===== src/rtl/alu_seq_ctrl.sv =====
// Command sequencer driving one shared and/or/add ALU: single-pass ops in one
// execute cycle, MUL as WIDTH shift-add iterations; one command in flight.
module alu_seq_ctrl #(
  parameter int WIDTH = 32,
  parameter int CNT_W = $clog2(WIDTH) + 1
) (
  input  logic             clk,
  input  logic             rst,
  input  logic             req_valid,
  output logic             req_ready,
  input  logic [2:0]       req_cmd,
  input  logic [WIDTH-1:0] req_a,
  input  logic [WIDTH-1:0] req_b,
  output logic             rsp_valid,
  input  logic             rsp_ready,
  output logic [WIDTH-1:0] rsp_result,
  output logic             rsp_zero,
  output logic             rsp_carry,
  output logic             rsp_ovf,
  output logic             rsp_err,
  output logic             busy,
  output logic [WIDTH-1:0] alu_in1,
  output logic [WIDTH-1:0] alu_in2,
  output logic             alu_carry_in,
  output logic             alu_invert1,
  output logic             alu_invert2,
  output logic [1:0]       alu_op,
  input  logic [WIDTH-1:0] alu_result,
  input  logic             alu_carry_out
);

  typedef enum logic [1:0] {IDLE, EXEC, MUL, RESP} state_t;

  localparam logic [2:0] CMD_AND = 3'd0;
  localparam logic [2:0] CMD_OR  = 3'd1;
  localparam logic [2:0] CMD_ADD = 3'd2;
  localparam logic [2:0] CMD_SUB = 3'd3;
  localparam logic [2:0] CMD_NOR = 3'd4;
  localparam logic [2:0] CMD_SLT = 3'd5;
  localparam logic [2:0] CMD_MUL = 3'd6;
  localparam logic [CNT_W-1:0] LAST = CNT_W'(WIDTH - 1);
  localparam int MSB = WIDTH - 1;

  state_t           state, state_next;
  logic [2:0]       cmd_q;
  logic [WIDTH-1:0] a_q, b_q;
  logic [WIDTH-1:0] acc, mcand, mplier, acc_next;
  logic [CNT_W-1:0] cnt;

  logic [WIDTH-1:0] exec_result;
  logic             exec_carry, exec_ovf, exec_err;
  logic             add_ovf, sub_ovf;

  assign req_ready = (state == IDLE);
  assign rsp_valid = (state == RESP);
  assign busy      = (state != IDLE);

  // SUB feeds ~b into the adder, so its overflow test compares a against ~b.
  assign add_ovf  = (a_q[MSB] == b_q[MSB])  && (alu_result[MSB] != a_q[MSB]);
  assign sub_ovf  = (a_q[MSB] == ~b_q[MSB]) && (alu_result[MSB] != a_q[MSB]);
  assign acc_next = mplier[0] ? alu_result : acc;

  always_comb begin
    state_next   = state;
    alu_in1      = '0;
    alu_in2      = '0;
    alu_carry_in = 1'b0;
    alu_invert1  = 1'b0;
    alu_invert2  = 1'b0;
    alu_op       = 2'd3;
    exec_result  = '0;
    exec_carry   = 1'b0;
    exec_ovf     = 1'b0;
    exec_err     = 1'b0;
    case (state)
      IDLE: begin
        if (req_valid) state_next = (req_cmd == CMD_MUL) ? MUL : EXEC;
      end
      EXEC: begin
        alu_in1    = a_q;
        alu_in2    = b_q;
        state_next = RESP;
        case (cmd_q)
          CMD_AND: begin
            alu_op      = 2'd0;
            exec_result = alu_result;
          end
          CMD_OR: begin
            alu_op      = 2'd1;
            exec_result = alu_result;
          end
          CMD_ADD: begin
            alu_op      = 2'd2;
            exec_result = alu_result;
            exec_carry  = alu_carry_out;
            exec_ovf    = add_ovf;
          end
          CMD_SUB: begin
            alu_op       = 2'd2;
            alu_invert2  = 1'b1;
            alu_carry_in = 1'b1;
            exec_result  = alu_result;
            exec_carry   = alu_carry_out;
            exec_ovf     = sub_ovf;
          end
          CMD_NOR: begin
            alu_op      = 2'd0;
            alu_invert1 = 1'b1;
            alu_invert2 = 1'b1;
            exec_result = alu_result;
          end
          CMD_SLT: begin
            alu_op       = 2'd2;
            alu_invert2  = 1'b1;
            alu_carry_in = 1'b1;
            exec_result  = {{(WIDTH-1){1'b0}}, alu_result[MSB] ^ sub_ovf};
            exec_carry   = alu_carry_out;
          end
          default: begin
            alu_op   = 2'd3;
            exec_err = 1'b1;
          end
        endcase
      end
      MUL: begin
        alu_in1 = acc;
        alu_in2 = mcand;
        alu_op  = 2'd2;
        if (cnt == LAST) state_next = RESP;
      end
      RESP: begin
        if (rsp_ready) state_next = IDLE;
      end
      default: state_next = IDLE;
    endcase
  end

  always_ff @(posedge clk) begin
    if (rst) begin
      state      <= IDLE;
      cmd_q      <= '0;
      a_q        <= '0;
      b_q        <= '0;
      acc        <= '0;
      mcand      <= '0;
      mplier     <= '0;
      cnt        <= '0;
      rsp_result <= '0;
      rsp_zero   <= 1'b0;
      rsp_carry  <= 1'b0;
      rsp_ovf    <= 1'b0;
      rsp_err    <= 1'b0;
    end else begin
      state <= state_next;
      case (state)
        IDLE: begin
          if (req_valid) begin
            cmd_q  <= req_cmd;
            a_q    <= req_a;
            b_q    <= req_b;
            acc    <= '0;
            mcand  <= req_a;
            mplier <= req_b;
            cnt    <= '0;
          end
        end
        EXEC: begin
          rsp_result <= exec_result;
          rsp_zero   <= (exec_result == '0);
          rsp_carry  <= exec_carry;
          rsp_ovf    <= exec_ovf;
          rsp_err    <= exec_err;
        end
        MUL: begin
          acc    <= acc_next;
          mcand  <= mcand << 1;
          mplier <= mplier >> 1;
          cnt    <= cnt + CNT_W'(1);
          if (cnt == LAST) begin
            rsp_result <= acc_next;
            rsp_zero   <= (acc_next == '0);
            rsp_carry  <= 1'b0;
            rsp_ovf    <= 1'b0;
            rsp_err    <= 1'b0;
          end
        end
        default: ;
      endcase
    end
  end

endmodule

===== config.mk =====
export PLATFORM = sky130hd
export DESIGN_NAME = alu_seq_ctrl
export DESIGN_NICKNAME = d
export VERILOG_FILES = /design/src/rtl/alu_seq_ctrl.sv
export SDC_FILE = /design/constraint.sdc
export NUM_CORES = 1
export LEC_CHECK = 0
export CAP_MARGIN = 20
export CORE_MARGIN = 2
export CORE_UTILIZATION = 30
export CTS_CLUSTER_DIAMETER = 50
export DETAILED_ROUTE_END_ITERATION = 6
export PLACE_DENSITY = 0.54
export SLEW_MARGIN = 15
export SYNTH_ARGS = -nofsm -noshare
export SYNTH_HDL_FRONTEND = slang
export SYNTH_SLANG_ARGS = --single-unit

===== constraint.sdc =====
create_clock -name clk -period 2.6 [get_ports clk]
set_clock_uncertainty 0.15 [all_clocks]
set_input_delay 0.52 -clock clk [delete_from_list [all_inputs] [get_ports clk]]
set_output_delay 0.52 -clock clk [all_outputs]
set_load 0.02 [all_outputs]

# ---- Word level (Yosys, flattened, before mapping)
# Index checks and enable logic that the tools add are counted.
# W data, S select, Z words.
dict set report op_classes {
  add_sub_neg 1
  multipliers 0
  div_mod_pow 0
  order_cmp 0
  n_eq_ne 16
  shifts 0
  mux 37
  bitwise_logic 2
  n_reduce_logical 19
}
# cell count
set ops {}
lappend ops {{$pmux W32 S2} 7}
lappend ops {{$mux W32} 6}
lappend ops {{$logic_not A32 Y1} 2}
lappend ops {{$pmux W6 S2} 1}
lappend ops {{$mux W1} 10}
lappend ops {{$pmux W1 S2} 5}
lappend ops {{$eq A3 B3 Y1 const B} 3}
lappend ops {{$mux W2} 4}
lappend ops {{$pmux W2 S4} 1}
lappend ops {{$add A6 B1 Y6 const B} 1}
lappend ops {{$eq A3 B2 Y1 const B} 2}
lappend ops {{$eq A6 B5 Y1 const B} 1}
lappend ops {{$mux W6} 1}
lappend ops {{$pmux W2 S3} 1}
lappend ops {{$reduce_and A2 Y1} 3}
lappend ops {{$reduce_bool A2 Y1} 3}
lappend ops {{$reduce_or A3 Y1} 2}
lappend ops {{$reduce_or A6 Y1} 1}
lappend ops {{$reduce_or A5 Y1} 1}
lappend ops {{$eq A2 B2 Y1 const B} 2}
lappend ops {{$ne A2 B2 Y1 const B} 2}
lappend ops {{$pmux W2 S2} 1}
lappend ops {{$reduce_or A2 Y1} 2}
lappend ops {{$eq A3 B1 Y1 const B} 1}
lappend ops {{10 further kinds} 12}
dict set report word_totals {
  regBits 207
  latch_bits 0
  ram_bits 0
  romBits 0
  input_bits 104
  memories 0
}

# ---- Logic depth before layout (Yosys ltp)
# Gate-level depths: netlist of the first run.
dict set report depth {
  ltp_word 8
  ltp_mapped 9
  mapped_depth_nobuf 7
}

# ---- Worst setup path before layout of the first run
# No wires, ideal clock.
dict set report synth_timing {
  kind {reg-to-output}
  from {register state[1]}
  to {output port alu_carry_in}
  arrival_ns 1.812
  t_required_ns 1.930
  slack_ns 0.118
  path_stages_with_launch 8
  path_buffers 3
  cell_sequence {dfxtp_1 -> inv_1 -> ha_1 -> clkbuf_1 -> clkbuf_1 -> buf_1 -> nand2_1 -> a21oi_1}
}
dict set report synth_via {
  elab_chain_cells 2
}
# item line
set synth_lines {}
lappend synth_lines {{start: declaration} 44} ;# state_t state, state_next;
lappend synth_lines {{start signal: assignment} 154} ;# state <= state_next;
lappend synth_lines {{$eq A2 B1 Y1} 75} ;# case (state)
lappend synth_lines {{$mux W1} 75}
lappend synth_lines {{end: declaration} 24} ;# output logic alu_carry_in,
# Every way passes these cells.

# ---- Worst setup path after layout of the first run
dict set report layout_timing {
  from {register state[1]}
  to {output port alu_in2[4]}
}
dict set report layout_via {
  elab_chain_cells 2
  elab_cells_between_ends 3
  cone_classes {eq/ne: 2; mux: 1}
}
# item line
set layout_lines {}
lappend layout_lines {{$eq A2 B2 Y1 or $eq A2 B1 Y1 (tied branches)} 75}
lappend layout_lines {{$pmux W32 S2 *} 75}
lappend layout_lines {{end: declaration} 23} ;# output logic [WIDTH-1:0] alu_in2,
# Every way passes the cells marked *; elsewhere a longest branch is shown, timed or not.

==> metrics.yaml, run 1 <==
starting_density_of_the_core: 0.3027
placementRows: 65
drive_gt1_frac: 0.1823
timing.hold.ws_ns: 0.3018
crit_buf_inv: 3
globalRoute.totalOverflow: 0
critical_path_maximum_fanout: 33
wl_per_cell_um: 18.55
synth-main-ff-cell: "dfxtp_1"
synth_edf_count: 0
critPathTopFamily: "buffers and inverters"
cp.required_ns: 1.93
min-delay-path-class: "reg2reg"
finalSetupViolations: 0
yosys_warnings: 0
critical_path.max_stage_delay_ns: 0.36
post-route-min-period_ns: 2.599
setup_repair_after_global_routing_missed_its_margin: "true"
worst_path_max_delay_cell: "dfxtp_4"
io_pins: 212
numCtsBuffers: 34
relSlewSlack: 0.5690
synthesis.nets: 1298
path_cells: "inv_2 -> ha_4 -> buf_12 -> a22oi_1 -> nor2_1 -> clkdlybuf4s15_2"
viasPerCell: 5.137
dieHeight_um: 182.0
timing.critical_path.to_type: "output port"
cts_htree_levels: 2
die_area_mm2: 0.03311
totalPowerFinal_uw: 14460
post-route-drc-count: 0
area_delta_synth_final_pct: 42.74
register_bit_total_from_synthesis: 207
synthArstFlopShare: 0
ff2ff_setup_slack_ns: 0.26
routed-via-count: 9309
worstSetupStartpointType: "flop"
detailedRoute.firstIterationViolations: 547
detailed_place.area_mm2: 0.01235
wire_length_of_the_first_global_routing_pass_um: 52370
synthCells: 1188
timing.final.crit_share: 0.9998
max_cap_violations: 0
post-route-cell-area_mm2: 0.01356
finalNetCount: 1496
power.static_leakage_uw: 0.004871
seq_area_frac_synth: 0.4361
finalWeightedCongestion: 0.7960
clkSinkCount: 207
grt_usage: 0.1978
timing.critical_path.arrival_ns: 1.93
first_global_vias: 9070
cts_root_buffer: "clkbuf_16"
synth_cell_types: 41
hold_buffers: 0
avgSynthCellArea_um2: 7.998
critPathKind: "reg2out"
clk_transition_reported_paths_ns: 0.05
detailedPlacementHpwl_um: 22890
clockBufferDepth: 3
diodes: 0
grt_max_degree: 70
max_clock_freq_mhz: 384.7
core_area_mm2: 0.03139
worstSkewPairLatency_ns: 0.49
io_buffer_count: 211
run_status: "finished, final reports clean"
worst_pin_slew_ns: 0.6465
cellPowerDensity_mw_per_mm2: 1066
antenna_violating_nets_post_route: 0
chipWidth_um: 182.0
syn_area_mm2: 0.009502
fin_setup_tns_ns: 0
drv_slew: 0
antenna_found_initial: 0
worst_ir_drop_vdd_v: 0.0005217
finalHoldViolCount: 0
tritoncts: "built"
first_pass_detailed_route_iteration_total: 5
wl_um: 33610
## synthesized netlist by cell type (all sizes together), types with 3 or more instances
cell / instances / area [um2]
nand3: 3 / 15.01
clkbuf: 82 / 307.8
a22oi: 100 / 750.7
nor2b: 3 / 18.77
nand4: 4 / 25.02
nor2: 235 / 882.1
dfxtp: 207 / 4144
mux2i: 67 / 670.6
nand2b: 5 / 31.28
nor4: 16 / 100.1
nor3: 36 / 180.2
inv: 9 / 33.78
ha: 6 / 75.07
a211oi: 66 / 495.5
a41oi: 31 / 271.5
o22ai: 31 / 193.9
a21oi: 77 / 385.4
buf: 32 / 138.9
o21ai: 8 / 51.30
nand2: 149 / 559.3
## final cells by class
type	instances	area, um2
fill	3189	17830
multi-input combinational	858	5157
sequential	207	4149
timing repair buffer	276	2611
clock buffer	41	918.4
tap	402	503.0
clock inverter	19	183.9
inverter	9	40.04
## power breakdown
group	internal, uW	total, uW	switching, uW
Combinational	2300	5530	3230
Clock	2740	4370	1630
Sequential	3960	4560	597
Total	9000	14500	5450
## tightest hold or removal path, delay by kind of cell, from the launching register on
kind,cells,cell delay (ns)
flip-flops,1,0.30
AND/OR/NAND/NOR,1,0.05
AO/OA/AOI/OAI,1,0.05
## cell families (layout without fill, tap and decap cells)
kind of cell,Yosys count,after routing,synth area share
simple gates,461,461,0.1981
compound gates,320,320,0.2327
flops,207,207,0.4361
buf+inv,123,345,0.05057
mux,68,68,0.07177
fa+ha+maj,7,7,0.008954
xor+xnor,2,2,0.001844
## path summary, 6_finish.rpt
check	end	startpoint	cells past startpoint
worst max-delay path	alu_in2[4]	state[1]$_SDFFE_PP0P_	6
worst min register to register	b_q[4]$_SDFFE_PP0P_	b_q[4]$_SDFFE_PP0P_	2
worst min-delay path	b_q[4]$_SDFFE_PP0P_	b_q[4]$_SDFFE_PP0P_	2
worst max register to register	rsp_result[4]$_SDFFE_PP0P_	state[0]$_SDFFE_PP0P_	7
## flip-flops by register name, summed over array words and instances, names as in the netlist
| name | count |
|---|---|
| a_q | 32 |
| acc | 32 |
| b_q | 32 |
| cmd_q | 3 |
| cnt | 6 |
| mcand | 32 |
| mplier | 32 |
| rsp_carry | 1 |
| rsp_err | 1 |
| rsp_ovf | 1 |
| rsp_result | 32 |
| rsp_zero | 1 |
| state | 2 |
## layer usage
metal,track usage,share of wire,vias up
met2,0.3172,0.45,280
met5,0,0,-
li1,-,-,4663
met3,0.03730,0.061,44
met1,0.2766,0.47,4322
met4,0.04290,0.018,0
## timing repair
action / in CTS / in global routing
gates cloned: 1 / 1
resized for setup: 274 / 71
endpoints found under the setup margin: 71 / 49
buffers inserted: 6 / 1
pin swaps: 10 / 3
## stage by stage
step           utilization  cells  worst slack [ns]
4_1_cts             0.4305   1810           -0.1054
5_1_grt             0.4320   1812          -0.09489
3_3_place_gp        0.3935   1743           0.04515
2_1_floorplan            -   1188            0.1179
3_5_place_dp        0.3935   1743           0.01706
6_report            0.4320   1812         0.0006368
## placed cells by master, fill, tap and decap left out, types with 2 or more instances in the layout
cell type	count
o22ai_1	31
clkdlybuf4s50_1	139
nor3_1	35
inv_6	3
clkbuf_16	36
inv_2	3
inv_1	4
nand4b_1	2
nand2b_1	5
a41oi_1	31
clkbuf_2	6
o21ai_0	4
nand2_1	148
dfxtp_1	205
bufinv_16	2
nand4_1	4
buf_2	46
clkdlybuf4s15_2	2
clkbuf_8	2
nor2_2	6
nor2_1	229
clkbuf_1	4
a211oi_1	65
buf_12	19
clkinv_2	5
buf_6	2
o211ai_1	2
clkinvlp_4	8
a22oi_1	62
nor2b_1	3
ha_4	3
nand3_1	3
o21ai_2	2
a21oi_1	77
ha_1	2
or2_2	2
buf_4	57
a22oi_2	38
nor4_1	16
mux2i_1	67
Note: power is estimated with default switching activity, not from simulation.
==> inputs of run 2 (changes only) <==
Settings changed: GPL_TIMING_DRIVEN from default to 1.
==> results of run 2 <==
No change in the layout: final DEF, timing and power equal those of run 1.
